$ cat src/rtl/seq_tx_pkg.sv
// Shared definitions for the serial pattern transmitter and the benches
// that check the "110" detector against its stream.
package seq_tx_pkg;

   localparam int ST_IDLE  = 0;
   localparam int ST_SHIFT = 1;
   localparam int ST_GAP   = 2;

   typedef logic [2:0] state_t;

   localparam logic [2:0] S_IDLE  = 3'b001;
   localparam logic [2:0] S_SHIFT = 3'b010;
   localparam logic [2:0] S_GAP   = 3'b100;

endpackage

$ cat src/rtl/seq110_ref.sv
// Reference counter: counts "110" runs in a bit stream, saturating, with
// a clear that also wipes the two-bit history.
module seq110_ref
   import seq_tx_pkg::*;
#(
   parameter int CNT_W = 8
) (
   input  logic             clk,
   input  logic             rst_n,
   input  logic             bit_in,
   input  logic             clr,
   output logic [CNT_W-1:0] cnt
);

   logic [1:0]       hist_q, hist_d;
   logic [CNT_W-1:0] cnt_q, cnt_d;

   always_comb begin
      hist_d = {hist_q[0], bit_in};
      cnt_d  = cnt_q;
      if (clr) begin
         hist_d = '0;
         cnt_d  = '0;
      end else if ((hist_q == 2'b11) && !bit_in && (cnt_q != {CNT_W{1'b1}})) begin
         cnt_d = cnt_q + CNT_W'(1);
      end
   end

   always_ff @(posedge clk or negedge rst_n) begin
      if (!rst_n) begin
         hist_q <= '0;
         cnt_q  <= '0;
      end else begin
         hist_q <= hist_d;
         cnt_q  <= cnt_d;
      end
   end

   assign cnt = cnt_q;

endmodule

$ cat src/rtl/seq_tx.sv
// Parallel-to-serial transmitter: shifts a word out MSB-first, then holds
// the line low for GAP cycles; a reference counter tracks emitted "110"s.
module seq_tx
   import seq_tx_pkg::*;
#(
   parameter int WIDTH = 8,
   parameter int GAP   = 2,
   parameter int CNT_W = 8
) (
   input  logic             clk,
   input  logic             rst_n,
   input  logic             in_valid,
   input  logic [WIDTH-1:0] in_data,
   output logic             in_ready,
   output logic             out_sig,
   output logic             busy,
   output logic             word_done,
   input  logic             cnt_clr,
   output logic [CNT_W-1:0] exp_cnt
);

   localparam int BC_W = $clog2(WIDTH);

   state_t           state_q, state_d;
   logic [WIDTH-1:0] shift_q, shift_d;
   logic [BC_W-1:0]  bitcnt_q, bitcnt_d;
   logic [3:0]       gapcnt_q, gapcnt_d;
   logic             out_q, out_d;

   always_comb begin
      state_d  = state_q;
      shift_d  = shift_q;
      bitcnt_d = bitcnt_q;
      gapcnt_d = gapcnt_q;
      out_d    = 1'b0;
      case (state_q)
         S_IDLE: begin
            if (in_valid) begin
               out_d    = in_data[WIDTH-1];
               shift_d  = in_data << 1;
               bitcnt_d = BC_W'(WIDTH - 1);
               state_d  = S_SHIFT;
            end
         end
         S_SHIFT: begin
            if (bitcnt_q != '0) begin
               out_d    = shift_q[WIDTH-1];
               shift_d  = shift_q << 1;
               bitcnt_d = bitcnt_q - BC_W'(1);
            end else begin
               gapcnt_d = 4'(GAP - 1);
               state_d  = S_GAP;
            end
         end
         S_GAP: begin
            if (gapcnt_q == '0) state_d = S_IDLE;
            else                gapcnt_d = gapcnt_q - 4'd1;
         end
         // Any non-one-hot encoding falls back to IDLE.
         default: state_d = S_IDLE;
      endcase
   end

   always_ff @(posedge clk or negedge rst_n) begin
      if (!rst_n) begin
         state_q  <= S_IDLE;
         shift_q  <= '0;
         bitcnt_q <= '0;
         gapcnt_q <= '0;
         out_q    <= 1'b0;
      end else begin
         state_q  <= state_d;
         shift_q  <= shift_d;
         bitcnt_q <= bitcnt_d;
         gapcnt_q <= gapcnt_d;
         out_q    <= out_d;
      end
   end

   assign out_sig   = out_q;
   assign in_ready  = (state_q == S_IDLE);
   assign busy      = (state_q == S_SHIFT) || (state_q == S_GAP);
   assign word_done = (state_q == S_SHIFT) && (bitcnt_q == '0);

   seq110_ref #(.CNT_W(CNT_W)) u_ref (
      .clk    (clk),
      .rst_n  (rst_n),
      .bit_in (out_q),
      .clr    (cnt_clr),
      .cnt    (exp_cnt)
   );

endmodule

$ cat config.mk
export PLATFORM = sky130hd
export DESIGN_NAME = seq_tx
export DESIGN_NICKNAME = d
export VERILOG_FILES = /design/src/rtl/seq_tx_pkg.sv /design/src/rtl/seq110_ref.sv /design/src/rtl/seq_tx.sv
export SDC_FILE = /design/constraint.sdc
export NUM_CORES = 1
export LEC_CHECK = 0
export ABC_AREA = 1
export CAP_MARGIN = 0
export CELL_PAD_IN_SITES_DETAIL_PLACEMENT = 1
export CELL_PAD_IN_SITES_GLOBAL_PLACEMENT = 1
export CORE_MARGIN = 1.5
export CORE_UTILIZATION = 42
export DETAILED_ROUTE_END_ITERATION = 10
export PLACE_DENSITY_LB_ADDON = 0.2
export SLEW_MARGIN = 20
export SYNTH_ARGS = -nofsm -noshare
export SYNTH_HDL_FRONTEND = slang
export SYNTH_HIERARCHICAL = 1
export SYNTH_SLANG_ARGS = --single-unit
$ cat constraint.sdc
create_clock -name clk -period 4.2 [get_ports clk]
set_clock_uncertainty 0.2 [all_clocks]
set_input_delay 0.84 -clock clk [delete_from_list [all_inputs] [get_ports clk]]
set_output_delay 0.84 -clock clk [all_outputs]
set_load 0.02 [all_outputs]
* Word level (Yosys, flattened, before mapping)
Cells that the tools add are included.
** Operators by class
- Multiplexer cells :: 19
- Reduce and logical (&&, ||, !) cells :: 14
- Equality and inequality tests :: 10
- Add/subtract/negate cells :: 3
** Operators by type and width (count)
- $mux W8 :: 4
- $pmux W8 S2 :: 1
- $mux W3 :: 5
- $ne A2 B2 Y1 const B :: 5
- $pmux W3 S3 :: 1
- $reduce_and A3 Y1 :: 3
- $add A8 B1 Y8 const B :: 1
- $mux W4 :: 2
- $ne A8 B8 Y1 const B :: 1
- $pmux W4 S2 :: 1
- $pmux W3 S2 :: 1
- $reduce_bool A2 Y1 :: 3
- $logic_not A4 Y1 :: 1
- $sub A4 B1 Y4 const B :: 1
- $eq A3 B1 Y1 const B :: 1
- $eq A3 B2 Y1 const B :: 1
- $eq A3 B3 Y1 const B :: 1
- $logic_and A1 B1 Y1 :: 3
- $logic_not A3 Y1 :: 1
- $reduce_bool A3 Y1 :: 1
- $sub A3 B1 Y3 const B :: 1
- $eq A2 B2 Y1 const B :: 1
- $mux W1 :: 2
- $mux W2 :: 1
- 3 further kinds :: 3
** Word-level totals
- Bits in registers :: 29
- Bits of input ports :: 12
- Word-level logic and storage cells :: 53
- Output and inout port bits :: 12

* Longest topological paths before layout
Gate-level depths: netlist (run 1).
- Depth in word-level cells :: 5
- Mapped depth :: 9
- Mapped depth without buffers :: 8

* Hierarchy
Netlist (run 1), hierarchy kept.
** By module, submodules not included
- seq_tx :: area an instance 1028.5 µm², sequential area each 451.7 µm², times used 1, cells each 130
- seq110_ref :: area an instance 596.8 µm², sequential area each 250.2 µm², times used 1, cells each 82

* Worst setup path after synthesis (run 1)
Ideal clock, no wire load.
- Kind :: register to output
- From :: reg bitcnt_q[0]
- To :: out word_done
- Cell stages (with the launch flop) :: 6
- Arrival time :: 1.038 ns
- Required time :: 3.160 ns
- Path buffers :: 0
- Path slack :: 2.122 ns
- Cells stage by stage :: dfrtp_1 -> inv_1 -> ha_1 -> ha_1 -> nand3_1 -> inv_1
** Between the ends
- Cells in the longest elaborated chain, start to end :: 2
** RTL lines
- start, declared :: RTL line seq_tx.sv:26 : logic [BC_W-1:0] bitcnt_q, bitcnt_d;
- start signal, assigned :: RTL line seq_tx.sv:74 : bitcnt_q <= bitcnt_d;
- $logic_not A3 Y1 :: RTL line seq_tx.sv:83 : assign word_done = (state_q == S_SHIFT) && (bitcnt_q == '0);
- $logic_and A1 B1 Y1 :: RTL line seq_tx.sv:83
- end, declared :: RTL line seq_tx.sv:17 : output logic word_done,
No other way between the ends.

* Worst setup path after layout (run 1)
Same ends and word-level chain as after synthesis.

==> metrics.md, run 1 <==
| Metric | Value |
|---|---|
| Status | finished clean |
| Fin. max-slew vios | 0 |
| Largest net degree at the start of global routing | 29 |
| CTS Hold Buffers Added | 0 |
| Ranking of synthesized cells by area | dfrtp_1, nand2_1, nand3_1 |
| Final setup TNS | 0 ns |
| Synth Area in Adders | 0.03849 |
| CP Launch Type | flip-flop |
| Detailed-router iteration count before antenna repair | 4 |
| Max IR drop VDD | 269.7 µV |
| Final setup margin | 1.228 ns |
| CTS Buf Count | 3 |
| XOR/XNOR Fraction of Synth Area | 0 |
| Total number of vias | 1,472 |
| Post-Synthesis Cell Area | 0.001625 mm² |
| CTS tree | done |
| DR WL/cell | 14.38 µm |
| Measured slew at the worst slew-check pin | 0.4698 ns |
| Yosys top cell area share | 0.4157 |
| Placed cell area | 0.001866 mm² |
| Ant diodes | 0 |
| PwrDens | 482.8 mW/mm² |
| Largest family of logic cells by synthesized area | simple AND/OR/NAND/NOR gates |
| Main flop type after synthesis | dfrtp_1 |
| Remaining antenna violation count | 0 |
| Detailed-placement wirelength estimate | 3007 µm |
| Mux contribution to synthesized area | 0 |
| IO buf count | 23 |
| Top cells by count, synth | nand2_1, nand3_1, dfrtp_1, inv_1, nor2_1 |
| Overflow after GRT | 0 |
| Starting Density | 0.4406 |
| Maxcap violations | 0 |
| Post-Place Cells | 279 |
| Clock Sinks | 28 |
| LEAKAGE | 0.0009813 µW |
| Drt drc | 0 |
| Vias in the first global route | 1,483 |
| CTS resizes | 0 |
| Worst slack, placed | 1.533 ns |
| Core area | 0.003689 mm² |
| NumNets Final | 253 |
| Crit end category | output port |
| Post-synthesis sequential area ratio | 0.4319 |
| Area leader, netlist | dfrtp_1 |
| Netlist cell types | 24 |
| Crit path time final | 2.972 ns |
| Slew HR | 0.6868 |
| Die Area | 0.004252 mm² |
| Die height | 65.21 µm |
| Area Growth Syn to Fin | 18.17% |
| Setup violators final | 0 |
| Fmax | 336.5 MHz |
| DIE WIDTH | 65.21 µm |
| Avg Inst Size Synth | 7.667 µm² |
| Clk pin slew, worst setup/hold paths | 0.10 ns |
| HP Class | reg -> reg |
| GRT Total Usage | 0.2219 |
| CP max FO | 5 |
| Routability Congestion | 0.8003 |
| Syn nets | 229 |
| Post-synthesis simple-gate area fraction | 0.4049 |
| FP Rows | 22 |
| Unrepaired setup endpoints after global routing | no |
| Root buffer cell | clkbuf_8 |
| First-pass GRT wire length | 7217 µm |
| Final Cycle Share | 0.7076 |
| Worst endpoint required time | 3.16 ns |
| Layout cell share with drive strength beyond 1 | 0.1149 |
| Setup CP Type | reg -> out |
| Post-Layout Cell Count | 283 |
| Via-per-instance ratio | 5.201 |
| Post-synthesis compound-gate area fraction | 0.03926 |
| H-tree depth reported by CTS | 1 |
| # IOs | 24 |
| Final hold viol count | 0 |
| Cell count after synthesis | 212 |
| Bufs on Longest Clock Path | 2 |
| Critical path data arrival time | 1.93 ns |
| Initial antenna violation count | 0 |
| Clk Latency, worst-skew pair | 0.28 ns |
| Asr flop ratio synth | 1.000 |
| Number of synthesized flops with an enable pin | 0 |
| Final WL | 4070 µm |
| Postcts setup bufs | 0 |
| Final instance area | 0.001921 mm² |
| YS warnings | 6 |
| Starting DRT DRC Count | 78 |
| Top-count cell post-synth | nand2_1 |
| Register bit total from synthesis | 28 |
-- stage by stage --
| stage | hold WS (ns) | util | total power (µW) |
|---|---|---|---|
| after global placement | 0.2724 | 0.5058 | 734.5 |
| after detailed placement | 0.2967 | 0.5058 | 763.5 |
| final | 0.3215 | 0.5207 | 927.3 |
| after CTS | 0.3247 | 0.5207 | 939.3 |
| after floorplan | 0.2583 | - | 684.2 |
| after global routing | 0.3493 | 0.5207 | 1008 |
-- kinds of logic (layout without fill, tap and decap cells) --
logic type,Yosys count,in the layout
DFF,28,28
and+or+nand+nor,142,142
AOI/OAI and AO/OA,11,11
adders and majority gates,5,5
buffers and inverters,26,49
-- final timing paths --
kind | end | slack (ns) | cells past startpoint | start
worst max-delay path | word_done | 1.23 | 6 | bitcnt_q[0]
worst min-delay path | shift_q[3] | 0.32 | 2 | shift_q[3]
worst max register to register | u_ref/cnt[5] | 2.49 | 6 | u_ref/cnt[0]
worst min register to register | shift_q[3] | 0.32 | 2 | shift_q[3]
max in group asynchronous | state_q[0] | 2.77 | 2 | rst_n
min in group asynchronous | gapcnt_q[3] | 0.73 | 2 | rst_n
-- worst max-delay path, stage by stage, from the launching register on --
cell	delay, ns
dfrtp_1	0.40
inv_1	0.07
ha_1	0.14
ha_1	0.16
nand3_1	0.17
inv_1	0.11
clkdlybuf4s50_1	0.60
-- registers in the layout, summed over array words and instances, names as in the netlist --
register,count
bitcnt_q,3
shift_q,7
u_ref/hist_q,2
out_sig,1
gapcnt_q,4
state_q,3
u_ref/cnt,8
-- layout make-up --
type	count	area, µm²
multi-input combinational	158	784.5
fill	477	1768
inverter	21	81.33
timing repair buffer	24	237.7
tap	48	60.06
clock buffer	4	55.05
sequential	28	701.9
-- placed cells by master, fill, tap and decap left out, drive strengths merged, types with 2 or more instances in the layout --
cell type      netlist  layout
a21oi                3       3
clkbuf               2       4
clkdlybuf4s50        0      23
dfrtp               27      27
ha                   5       5
inv                 21      21
nand2               85      85
nand3               34      34
nor2                20      20
nor3                 2       2
o21ai                6       6
o21bai               2       2
-- per-layer routing --
metal | share of wire | track usage | vias to the layer above
met2 | 0.51 | 0.3750 | 16
met3 | 0.023 | 0.03596 | 5
met4 | 0.015 | 0.07813 | 0
li1 | - | - | 716
met1 | 0.45 | 0.2876 | 735
met5 | 0 | 0 | -
-- report_power, final --
part	internal [µW]	leakage (µW)	switching [µW]	total, µW
Clock	84.3	0.0000288	90.9	175
Sequential	342	0.000365	49.9	392
Combinational	134	0.000587	226	360
Total	561	0.000981	367	927
No activity file was read; power rests on OpenSTA's default activity.
==> inputs of run 2 (changes only) <==
--- a/config.mk
+++ b/config.mk
@@ -10,7 +10,7 @@
 export CELL_PAD_IN_SITES_DETAIL_PLACEMENT = 1
 export CELL_PAD_IN_SITES_GLOBAL_PLACEMENT = 1
 export CORE_MARGIN = 1.5
-export CORE_UTILIZATION = 42
+export CORE_UTILIZATION = 35
 export DETAILED_ROUTE_END_ITERATION = 10
 export PLACE_DENSITY_LB_ADDON = 0.2
 export SLEW_MARGIN = 20
==> constraint.sdc (replaced) <==
create_clock -name clk -period 2.7 [get_ports clk]
set_clock_uncertainty 0.2 [all_clocks]
set_input_delay 0.54 -clock clk [delete_from_list [all_inputs] [get_ports clk]]
set_output_delay 0.54 -clock clk [all_outputs]
set_load 0.02 [all_outputs]
==> metrics.md, run 2 (synthesis gave the netlist of run 1 again) <==
| Metric | Value |
|---|---|
| Status | finished clean |
| Clk Latency, worst-skew pair | 0.27 ns (about the same) |
| Final hold viol count | 0 (unchanged) |
| Ant diodes | 0 (unchanged) |
| Initial antenna violation count | 0 (unchanged) |
| Worst flop-to-flop path startpoint | u_ref/cnt[0] |
| NumNets Final | 253 (unchanged) |
| DR WL/cell | 12.32 µm (-14%) |
| Setup slack on the worst flop-to-flop path | 1.04 ns (-1.45 ns) |
| Max IR drop VDD | 386.1 µV (+43%) |
| Detailed-router iteration count before antenna repair | 4 (unchanged) |
| Root buffer cell | clkbuf_8 |
| CP max FO | 9 (+4) |
| Net Switching | 541.2 µW (+48%) |
| CTS Buf Count | 3 (unchanged) |
| GRT Total Usage | 0.1484 (-0.07356) |
| R2R cell count | 6 (unchanged) |
| Drt drc | 0 (unchanged) |
| CTS Hold Buffers Added | 0 (unchanged) |
| FF-to-FF End | u_ref/cnt[0] |
| DIE WIDTH | 71.15 µm (+9.1%) |
| FP Rows | 24 (+9.1%) |
| PwrDens | 761.4 mW/mm² (+58%) |
| Critical path data arrival time | 1.75 ns (-0.18 ns) |
| Setup CP Type | reg -> out |
| Clk pin slew, worst setup/hold paths | 0.09 ns (about the same) |
| Sw frac | 0.3655 (-0.02972) |
| LEAKAGE | 0.001007 µW (+2.6%) |
| Largest net degree at the start of global routing | 29 (unchanged) |
| Postcts setup bufs | 0 (unchanged) |
| Via-per-instance ratio | 4.836 (-7.0%) |
| Overflow after GRT | 0 (unchanged) |
| Slew HR | 0.7430 (+0.05619) |
| H-tree depth reported by CTS | 1 (unchanged) |
| Final WL | 3536 µm (-13%) |
| IO buf count | 23 (unchanged) |
| # IOs | 24 (unchanged) |
| Remaining antenna violation count | 0 (unchanged) |
| Combinational power share | 0.368 (-0.020) |
| Final Cycle Share | 0.9206 |
| Worst hold start | u_ref/hist_q[0] |
| Hold Path Sink | u_ref/hist_q[1] |
| Maxcap violations | 0 (unchanged) |
| Crit end category | output port |
| Starting DRT DRC Count | 22 (-72%) |
| Fin. max-slew vios | 0 (unchanged) |
| Measured slew at the worst slew-check pin | 0.3855 ns (-0.08428 ns) |
| Reg power frac | 0.409 (-0.014) |
| Commonest non-fill, non-tap cells in the layout | nand2_1, nand3_1, dfrtp_1, clkdlybuf4s50_1 |
| CP Launch Type | flip-flop |
| Core area | 0.004414 mm² (+20%) |
| First-pass GRT wire length | 6092 µm (-16%) |
| HP Class | reg -> reg |
| CTS resizes | 0 (unchanged) |
| Final setup margin | 0.2144 ns (-1.014 ns) |
| Vias in the first global route | 1,331 (-10%) |
| Final setup TNS | 0 ns (unchanged) |
| Clock Sinks | 28 (unchanged) |
| Detailed-placement wirelength estimate | 2686 µm (-11%) |
| Starting Density | 0.3682 (-0.07244) |
| Bufs on Longest Clock Path | 2 (unchanged) |
| Unrepaired setup endpoints after global routing | no |
| Die Area | 0.005062 mm² (+19%) |
| Layout cell share with drive strength beyond 1 | 0.1149 (unchanged) |
| Area Growth Syn to Fin | 19.63% |
| Fmax | 402.3 MHz |
| Crit path time final | 2.486 ns |
| Max FFs per register | 8 (unchanged) |
| Setup violators final | 0 (unchanged) |
| Die height | 71.15 µm (+9.1%) |
| Total number of vias | 1,388 (-5.7%) |
| Clk network pwr share | 0.223 (+0.034) |
| Hold path cells | 2 (unchanged) |
| Worst slack, placed | 0.3499 ns (-1.183 ns) |
| Commonest non-fill, non-tap cell in the layout | nand2_1 |
| Routability Congestion | 0.7565 (-5.5%) |
| Cell-internal power | 939.3 µW (+68%) |
| CTS tree | done |
| Worst endpoint required time | 1.96 ns (-1.20 ns) |
## run 2: critical path, cell delays in order, from the launching register on
cell	delay [ns]
dfrtp_1	0.45
nor2_2	0.20
nand2_4	0.13
nand2_1	0.10
clkdlybuf4s50_1	0.59
## run 2: how the worst max path moves through the flow
stage                            to        start
after global routing           busy   state_q[2]
after global placement    word_done  bitcnt_q[0]
after CTS                 word_done  bitcnt_q[0]
final                          busy   state_q[2]
after floorplan           word_done  bitcnt_q[0]
after detailed placement  word_done  bitcnt_q[0]
## run 2: area by class of cell
cell class / instances / area, µm²
inverters: 21 / 81.33
repair buffers: 24 / 240.2
clock inverters: 1 / 30.03
fillers: 548 / 2470
multi-input cells: 158 / 784.5
well taps: 52 / 65.06
flip-flops and latches: 28 / 701.9
clock buffers: 3 / 41.29
## run 2: per-stage QoR
| stage | cells | total power, µW | utilization | hold slack [ns] | cell area, µm² |
|---|---|---|---|---|---|
| after floorplan | 212 | 1064 | - | 0.04441 | 1625 |
| after global placement | 283 | 1162 | 0.4238 | 0.2688 | 1871 |
| after detailed placement | 283 | 1173 | 0.4238 | 0.2912 | 1871 |
| after CTS | 287 | 1515 | 0.4399 | 0.3091 | 1942 |
| after global routing | 287 | 1593 | 0.4405 | 0.3257 | 1944 |
| final | 287 | 1481 | 0.4405 | 0.3065 | 1944 |
## run 2: routing by layer
metal  wire length (µm)  GRT usage
met3                 91    0.03134
met1               1681     0.2013
met4                 23    0.02516
met2               1739     0.2479
met5                  0          0
## run 2: power by group through the flow
stage / sequential [µW] / clock (µW) / combinational (µW)
floorplan: 605 / 0 / 459
global placement: 613 / 0 / 550
detailed placement: 616 / 0 / 557
CTS: 607 / 349 / 559
global route: 616 / 356 / 622
finish: 606 / 330 / 544
